[config.mk]
export PLATFORM = sky130hd
export DESIGN_NAME = vga_timing_gen_flat
export DESIGN_NICKNAME = d
export VERILOG_FILES = /design/src/rtl/vga_timing_gen_if.sv /design/src/rtl/vga_timing_gen.sv /design/src/flat_wrapper.sv
export SDC_FILE = /design/constraint.sdc
export NUM_CORES = 1
export LEC_CHECK = 0
export BUFFER_PORTS_ARGS = -buffer_cell sky130_fd_sc_hd__buf_2
export CAP_MARGIN = 20
export CORE_MARGIN = 4
export CORE_UTILIZATION = 59
export DETAILED_ROUTE_END_ITERATION = 10
export GPL_ROUTABILITY_DRIVEN = 0
export GPL_TIMING_DRIVEN = 0
export PLACE_DENSITY = 0.93
export RECOVER_POWER = 25
export SLEW_MARGIN = 40
export SYNTH_ARGS = -nofsm -noshare
export SYNTH_HDL_FRONTEND = slang
export SYNTH_SLANG_ARGS = --single-unit
[constraint.sdc]
create_clock -name clk25mhz -period 3.8 [get_ports clk25mhz]
set_input_delay 0.57 -clock clk25mhz [delete_from_list [all_inputs] [get_ports clk25mhz]]
set_output_delay 0.57 -clock clk25mhz [all_outputs]
set_load 0.02 [all_outputs]
[src/rtl/vga_timing_gen_if.sv]
// Raster-timing bundle between vga_timing_gen (slave) and the system/renderer side (master).
interface vga_timing_gen_if;
    logic       run;
    logic [9:0] hindex;
    logic [9:0] vindex;
    logic       hsync;
    logic       vsync;
    logic       display_en;
    logic       line_start;
    logic       frame_start;
    logic [7:0] frame_count;
    logic       busy;
    logic       blink;

    modport master (
        output run,
        input  hindex, vindex, hsync, vsync, display_en, line_start,
               frame_start, frame_count, busy, blink
    );

    modport slave (
        input  run,
        output hindex, vindex, hsync, vsync, display_en, line_start,
               frame_start, frame_count, busy, blink
    );
endinterface

[src/rtl/vga_timing_gen.sv]
// 640x480@60 raster generator with frame-aligned run/stop; all outputs registered from next-state values.
// Optional cursor blink phase is built only when VGA_TIMING_BLINK_EN is defined.
module vga_timing_gen #(
    parameter int H_VISIBLE = 640,
    parameter int H_FRONT   = 16,
    parameter int H_SYNC    = 96,
    parameter int H_BACK    = 48,
    parameter int V_VISIBLE = 480,
    parameter int V_FRONT   = 10,
    parameter int V_SYNC    = 2,
    parameter int V_BACK    = 33
) (
    input  logic            clk25mhz,
    input  logic            reset_n,
    vga_timing_gen_if.slave vga
);
    localparam int H_TOTAL = H_VISIBLE + H_FRONT + H_SYNC + H_BACK;
    localparam int V_TOTAL = V_VISIBLE + V_FRONT + V_SYNC + V_BACK;

    generate
        if (H_TOTAL > 1024 || V_TOTAL > 1024) begin : g_bad_totals
            $fatal(1, "vga_timing_gen: H_TOTAL and V_TOTAL must not exceed 1024");
        end
    endgenerate

    localparam logic [9:0] H_LAST     = 10'(H_TOTAL - 1);
    localparam logic [9:0] V_LAST     = 10'(V_TOTAL - 1);
    localparam logic [9:0] H_VIS      = 10'(H_VISIBLE);
    localparam logic [9:0] V_VIS      = 10'(V_VISIBLE);
    localparam logic [9:0] HS_FIRST   = 10'(H_VISIBLE + H_FRONT);
    localparam logic [9:0] HS_LAST    = 10'(H_VISIBLE + H_FRONT + H_SYNC - 1);
    localparam logic [9:0] VS_FIRST   = 10'(V_VISIBLE + V_FRONT);
    localparam logic [9:0] VS_LAST    = 10'(V_VISIBLE + V_FRONT + V_SYNC - 1);

    typedef enum logic [1:0] {
        S_IDLE     = 2'd0,
        S_ACTIVE   = 2'd1,
        S_STOPPING = 2'd2
    } state_t;

    state_t     r_state, w_state_next;
    logic [9:0] r_hindex, r_vindex, w_hindex_next, w_vindex_next;
    logic [7:0] r_frame_count, w_frame_count_next;
    logic       r_hsync, r_vsync, r_display_en, r_line_start, r_frame_start, r_busy;
    logic       w_frame_end, w_busy_next;

    assign w_frame_end = (r_hindex == H_LAST) && (r_vindex == V_LAST);

    always_comb begin
        w_state_next       = r_state;
        w_hindex_next      = r_hindex;
        w_vindex_next      = r_vindex;
        w_frame_count_next = r_frame_count;
        case (r_state)
            S_IDLE: begin
                w_hindex_next = '0;
                w_vindex_next = '0;
                if (vga.run) w_state_next = S_ACTIVE;
            end
            S_ACTIVE, S_STOPPING: begin
                if (r_hindex == H_LAST) begin
                    w_hindex_next = '0;
                    w_vindex_next = (r_vindex == V_LAST) ? 10'd0 : r_vindex + 10'd1;
                end else begin
                    w_hindex_next = r_hindex + 10'd1;
                end
                // A stop request only takes effect on the frame boundary; run=1 cancels it.
                if (w_frame_end) begin
                    w_frame_count_next = r_frame_count + 8'd1;
                    w_state_next       = vga.run ? S_ACTIVE : S_IDLE;
                end else begin
                    w_state_next       = vga.run ? S_ACTIVE : S_STOPPING;
                end
            end
            default: begin
                w_state_next  = S_IDLE;
                w_hindex_next = '0;
                w_vindex_next = '0;
            end
        endcase
    end

    assign w_busy_next = (w_state_next != S_IDLE);

    always_ff @(posedge clk25mhz or negedge reset_n) begin
        if (!reset_n) begin
            r_state       <= S_IDLE;
            r_hindex      <= '0;
            r_vindex      <= '0;
            r_frame_count <= '0;
            r_hsync       <= 1'b1;
            r_vsync       <= 1'b1;
            r_display_en  <= 1'b0;
            r_line_start  <= 1'b0;
            r_frame_start <= 1'b0;
            r_busy        <= 1'b0;
        end else begin
            r_state       <= w_state_next;
            r_hindex      <= w_hindex_next;
            r_vindex      <= w_vindex_next;
            r_frame_count <= w_frame_count_next;
            // Decodes use the next position so they line up with the registered indices.
            r_hsync       <= !(w_busy_next && w_hindex_next >= HS_FIRST && w_hindex_next <= HS_LAST);
            r_vsync       <= !(w_busy_next && w_vindex_next >= VS_FIRST && w_vindex_next <= VS_LAST);
            r_display_en  <= w_busy_next && (w_hindex_next < H_VIS) && (w_vindex_next < V_VIS);
            r_line_start  <= w_busy_next && (w_hindex_next == 10'd0);
            r_frame_start <= w_busy_next && (w_hindex_next == 10'd0) && (w_vindex_next == 10'd0);
            r_busy        <= w_busy_next;
        end
    end

`ifdef VGA_TIMING_BLINK_EN
    logic r_blink;

    always_ff @(posedge clk25mhz or negedge reset_n) begin
        if (!reset_n) begin
            r_blink <= 1'b0;
        end else if ((w_frame_count_next != r_frame_count) && (r_frame_count[4:0] == 5'h1f)) begin
            r_blink <= ~r_blink;
        end
    end

    assign vga.blink = r_blink;
`else
    assign vga.blink = 1'b0;
`endif

    assign vga.hindex      = r_hindex;
    assign vga.vindex      = r_vindex;
    assign vga.hsync       = r_hsync;
    assign vga.vsync       = r_vsync;
    assign vga.display_en  = r_display_en;
    assign vga.line_start  = r_line_start;
    assign vga.frame_start = r_frame_start;
    assign vga.frame_count = r_frame_count;
    assign vga.busy        = r_busy;
endmodule
[src/flat_wrapper.sv]
// flat-port wrapper written by rule: the top's interface ports become plain ports
module vga_timing_gen_flat 
#(
    parameter int H_VISIBLE = 640,
    parameter int H_FRONT   = 16,
    parameter int H_SYNC    = 96,
    parameter int H_BACK    = 48,
    parameter int V_VISIBLE = 480,
    parameter int V_FRONT   = 10,
    parameter int V_SYNC    = 2,
    parameter int V_BACK    = 33
)
  (clk25mhz, reset_n, vga_run, vga_hindex, vga_vindex, vga_hsync, vga_vsync, vga_display_en, vga_line_start, vga_frame_start, vga_frame_count, vga_busy, vga_blink);
  vga_timing_gen_if vga_i ();
  input  logic clk25mhz;
  input  logic reset_n;
  input wire logic [$bits(vga_i.run)-1:0] vga_run;
  output wire logic [$bits(vga_i.hindex)-1:0] vga_hindex;
  output wire logic [$bits(vga_i.vindex)-1:0] vga_vindex;
  output wire logic [$bits(vga_i.hsync)-1:0] vga_hsync;
  output wire logic [$bits(vga_i.vsync)-1:0] vga_vsync;
  output wire logic [$bits(vga_i.display_en)-1:0] vga_display_en;
  output wire logic [$bits(vga_i.line_start)-1:0] vga_line_start;
  output wire logic [$bits(vga_i.frame_start)-1:0] vga_frame_start;
  output wire logic [$bits(vga_i.frame_count)-1:0] vga_frame_count;
  output wire logic [$bits(vga_i.busy)-1:0] vga_busy;
  output wire logic [$bits(vga_i.blink)-1:0] vga_blink;
  assign vga_i.run = vga_run;
  assign vga_hindex = vga_i.hindex;
  assign vga_vindex = vga_i.vindex;
  assign vga_hsync = vga_i.hsync;
  assign vga_vsync = vga_i.vsync;
  assign vga_display_en = vga_i.display_en;
  assign vga_line_start = vga_i.line_start;
  assign vga_frame_start = vga_i.frame_start;
  assign vga_frame_count = vga_i.frame_count;
  assign vga_busy = vga_i.busy;
  assign vga_blink = vga_i.blink;
  vga_timing_gen #(.H_VISIBLE(H_VISIBLE), .H_FRONT(H_FRONT), .H_SYNC(H_SYNC), .H_BACK(H_BACK), .V_VISIBLE(V_VISIBLE), .V_FRONT(V_FRONT), .V_SYNC(V_SYNC), .V_BACK(V_BACK)) u_core (.clk25mhz(clk25mhz), .reset_n(reset_n), .vga(vga_i));
endmodule
# Word-level counts from Yosys, hierarchy flattened
# Cells that the tools add are included.
[totals]
ff_bits = 36
out_inout_bits = 35
elab_cells = 50
[classes]
addsub = 3
magnitude_cmp = 6
eq_ne = 4
muxes = 10
n_reduce_logical = 17
[op_table]
columns = ["op", "n"]
rows = [
  ["$mux W10", 5],
  ["$add A10 B1 Y10 const B", 2],
  ["$eq A10 B10 Y1 const B", 2],
  ["$logic_not A10 Y1", 2],
  ["$ge A10 B10 Y1 const B", 1],
  ["$ge A10 B9 Y1 const B", 1],
  ["$le A10 B10 Y1 const B", 1],
  ["$le A10 B9 Y1 const B", 1],
  ["$lt A10 B10 Y1 const B", 1],
  ["$lt A10 B9 Y1 const B", 1],
  ["$logic_and A1 B1 Y1", 9],
  ["$add A8 B1 Y8 const B", 1],
  ["$mux W2", 3],
  ["$pmux W2 S2", 1],
  ["$eq A2 B1 Y1 const B", 1],
  ["$eq A2 B2 Y1 const B", 1],
  ["$logic_not A1 Y1", 2],
  ["$logic_not A2 Y1", 1],
  ["$reduce_and A2 Y1", 1],
  ["$reduce_bool A2 Y1", 1],
  ["$reduce_or A2 Y1", 1],
  ["$mux W1", 1],
]

# Longest topological paths before layout
[logic_depth]
depth_word = 8
ltp_mapped = 9

# Worst setup path before layout
# No wires, ideal clock.
[synth_path]
path_kind = "reg2reg"
from = "reg u_core.r_hindex[0] (netlist: u_core.vga.hindex[0])"
to = "reg u_core.r_frame_count[6] (netlist: u_core.vga.frame_count[6])"
arrival_time_ns = 2.081
t_required_ns = 3.671
path_slack_ns = 1.589
stages_incl_launch_ff = 9
path_buffers = 1
synth_period_minus_slack_ns = 2.211
path_cell_list = "dfrtp_1 > ha_1 > buf_2 > and4_1 > nand3_2 > nor3_4 > and3_1 > nand4_1 > xnor2_1"
[synth_between]
elab_chain_cells = 3
[synth_lines]
columns = ["item", "line_no", "text"]
rows = [
  ["start, declared", "vga_timing_gen.sv:42", "logic [9:0] r_hindex, r_vindex, w_hindex_next, w_vindex_next;"],
  ["start signal, assigned", "vga_timing_gen.sv:99", "r_hindex <= w_hindex_next;"],
  ["$eq A10 B10 Y1", "vga_timing_gen.sv:47", "assign w_frame_end = (r_hindex == H_LAST) && (r_vindex == V_LAST);"],
  ["$logic_and A1 B1 Y1", "vga_timing_gen.sv:47", ""],
  ["$reduce_and A2 Y1 (no line)", "--", ""],
  ["end signal, assigned", "vga_timing_gen.sv:101", "r_frame_count <= w_frame_count_next;"],
  ["end, declared", "vga_timing_gen.sv:43", "logic [7:0] r_frame_count, w_frame_count_next;"],
]
# No other way between the ends.
# A chain may end at the register's enable or synchronous reset.

# Final worst setup path
[layout_path]
from = "reg u_core.r_hindex[5] (netlist: u_core.vga.hindex[5])"
to = "reg u_core.r_display_en (netlist: u_core.vga.display_en)"
[layout_between]
elab_chain_cells = 7
word_cells_on_any_way = 14
classes_between = "add/sub: 1; order compare: 2; eq/ne: 1; mux: 6; reduce/logical: 4"
[layout_lines]
columns = ["item", "line_no", "text"]
rows = [
  ["parallel branches: the longest is 6 deep, another holds $add A10 B1 Y10", "--", ""],
  ["$logic_and A1 B1 Y1 (*)", "vga_timing_gen.sv:105", "r_display_en <= w_busy_next && (w_hindex_next < H_VIS) && (w_vindex_next < V_VIS);"],
  ["end signal, assigned", "vga_timing_gen.sv:105", ""],
  ["end, declared", "vga_timing_gen.sv:44", "logic r_hsync, r_vsync, r_display_en, r_line_start, r_frame_start, r_busy;"],
]
# Mark *: on every way between the ends.

==> impl_results.md <==
- Post-synthesis cell count: 205
- Placed wire-length estimate: between 3000 and 4000 microns
- Post-synth ARST share: 1.00
- Final worst path period need: 2490 ps
- Post-Synth XOR/XNOR Area: 0.103
- Yosys top cell by area: dfrtp_1
- CTS clock-pin slew for the worst setup and hold paths: 130 ps
- 1st-iter DRT viols: 141
- # clock sinks: 36
- Slew @ Worst Pin: roughly 1900 ps
- Max cap viols: 1
- Worst setup SP type: flop
- Final Setup Violations: 0
- Initial Util: 0.613
- Global-route wire length before repair: between 7000 and 8000 microns
- Post-CTS sizing: 0
- Seq cells post-synth: 36
- Yosys warnings: 0
- Util after Layout: 0.708
- Die area: about 4500 sq um
- Boundary pin count: 38
- Seq/Total Area, Yosys: 0.441
- Failing checks: capacitance limit, slew limit
- CP Capture Type: flop
- Synth Area in Simple Gates: 0.262
- # rows: 21
- Vias/cell: 5.81
- TritonRoute pass-1 iters: 4
- CTS tree: built
- Largest family of logic cells by synthesized area: simple AND/OR/NAND/NOR gates
- Power per cell area: 469 nW/um^2
- FMAX: 0.401 GHz
- Multiplexer area fraction after synthesis: 0.0153
- Detailed Route WL: roughly 4500 microns
- Final Max Slew Viols: 37
- DR vias: about 1700
- Routed Antenna Nets: 0
- Synth-to-layout area growth: 15.5%
- CTS Buffer Depth: 2
- CP Class: flop to flop
- CP Data Arrival Time: 2720 ps
- Mapped cell area: 2050 sq um
- Die width: 66.9 microns
- Crit path max fanout: 8
- CTS root buf: clkbuf_4
- Grt total ovfl: 0
- Dpl cells: 287
- CP required: 4030 ps
- RSZ-0062 raised after global routing: no
- Antenna cell count: 0
- Num CTS Buffers: 5
- Total track usage: 0.221
- Die H: between 60 and 70 microns
- Period utilization: 0.656
- Static leakage: between 1 and 1.5 nW
- Worst rel slew slack: -0.238
- Synth Flop Type: dfrtp_1
- Setup TNS: 0 ps
- Status: finished with violations
- Port Buffer Count: 36
- Power consumption: 1.11 mW
- Adder-Cell Fraction of Synth Area: 0.0367
- EDFF count, synth: 0
- Post-route cell area: approximately 2400 sq um
- Syn Area/Cell: approximately 10 sq um
- Final cell count without fillers: 295
- Final net count: roughly 260
- Number of global-route vias before repair: between 1500 and 2000
- Post-DP Area: between 2000 and 2500 sq um
- Area contributors post-synth: dfrtp_1, xnor2_1, nor2_1, xor2_1, ha_1
- Post-synth top area share: 0.416
- Post-Syn Nets: approximately 210
- Yosys cell types: 58
- Pin count of the biggest net entering global routing: 37
- H-tree depth: 2
- WL/cell: about 15 microns
- Maximum vdd ir drop: a little over 0.2 mV
- Initial antenna violation count: 0
- Skew final: approximately 12 ps
- Worst hold path class: primary input to flop
- Layout cell share with drive strength beyond 1: 0.277
- Hold buffer count at CTS: 0
- Synth Area in Compound Gates: 0.0892
- Buffer count from post-CTS setup fixing: 0
- Core area: ~3300 sq um
- Final count of hold timing violations: 0
- Clock Latency Late Sink: around 350 ps
- Residual DRC: 0
[synthesized netlist by cell type (all sizes together) (6+ instances only)]
cell,count
nand2,11
buf,6
ha,6
nor3,7
xnor2,14
nand4,12
nor4,6
nor2,27
o21ai,6
dfrtp,34
inv,12
xor2,10
nand3,12
[routing by layer]
layer | wire length (microns) | track usage | up-vias
met5 | 0 | 0 | -
met4 | 93 | 0.0734 | 0
met3 | 280 | 0.0455 | 15
met2 | 2210 | 0.355 | 64
met1 | 1940 | 0.297 | 823
li1 | - | - | 812
[critical path: stages, from the launching register on]
cell and delay (ps):
dfrtp_1 410, buf_6 140, or4b_4 560, nor4_4 460
nand4_1 160, xor2_1 250, o32ai_1 130, nor4_1 260
[stage by stage]
step,hold slack [ps],setup WS (ps)
after floorplan,274,1590
after global placement,452,1430
after detailed placement,477,1400
after CTS,309,1350
after global routing,398,1200
final,418,1310
[final timing paths]
check	from	endpoint	slack (ps)	cells past startpoint
setup / recovery	u_core.vga.hindex[5]	u_core.vga.display_en	1310	7
hold / removal	vga_run	u_core.r_state[1]	420	2
setup reg to reg	u_core.vga.hindex[5]	u_core.vga.display_en	1310	7
hold reg to reg	u_core.vga.frame_count[7]	u_core.vga.frame_count[7]	490	1
max in group asynchronous	reset_n	u_core.vga.frame_count[0]	2020	1
min in group asynchronous	reset_n	u_core.vga.hindex[6]	710	1
[cells in the final DEF, fill, tap and decap left out, types with 2 or more instances in the layout]
cell type / Yosys / final
ha_1: 6 / 6
mux2i_1: 2 / 2
o21ai_0: 4 / 4
nor4_1: 4 / 4
nor3_1: 5 / 5
xor2_1: 10 / 10
buf_2: 2 / 37
clkbuf_4: 0 / 5
xnor2_1: 14 / 14
and2_1: 2 / 2
nand4_1: 11 / 11
dfrtp_1: 34 / 34
buf_6: 3 / 3
a211oi_1: 2 / 2
o31ai_1: 2 / 2
inv_1: 12 / 12
nand2_1: 11 / 11
nand3_1: 11 / 11
nor2_1: 26 / 26
a21oi_1: 3 / 3
dfstp_2: 2 / 2
clkbuf_1: 1 / 2
and3_1: 2 / 2
[cell type report]
class	instances	area, sq um
flip-flops and latches	36	903
inverters	12	45.0
fillers	269	973
clock buffers	5	37.5
multi-input cells	149	1040
plain buffers	8	60.1
well taps	46	57.6
repair buffers	36	179
clock inverters	3	42.5
[power by group]
group          leakage, nW  internal (mW)  switching (mW)
combinational        0.640          0.119           0.258
sequential           0.483          0.427          0.0271
clock               0.0412          0.137           0.141
total                 1.16          0.683           0.426
[flip-flops by register name, indices dropped and copies added, names as in the netlist]
name,cells
u_core.r_state,2
u_core.vga.busy,1
u_core.vga.display_en,1
u_core.vga.frame_count,8
u_core.vga.frame_start,1
u_core.vga.hindex,10
u_core.vga.hsync,1
u_core.vga.line_start,1
u_core.vga.vindex,10
u_core.vga.vsync,1
[cell families after synthesis]
group,after synthesis
AOI/OAI and AO/OA,24
xor gates and xnor gates,24
adders and majority gates,6
buffers and inverters,20
DFF,36
muxes,3
other,1
and+or+nand+nor,91
Note: power is estimated with default switching activity, not from simulation.
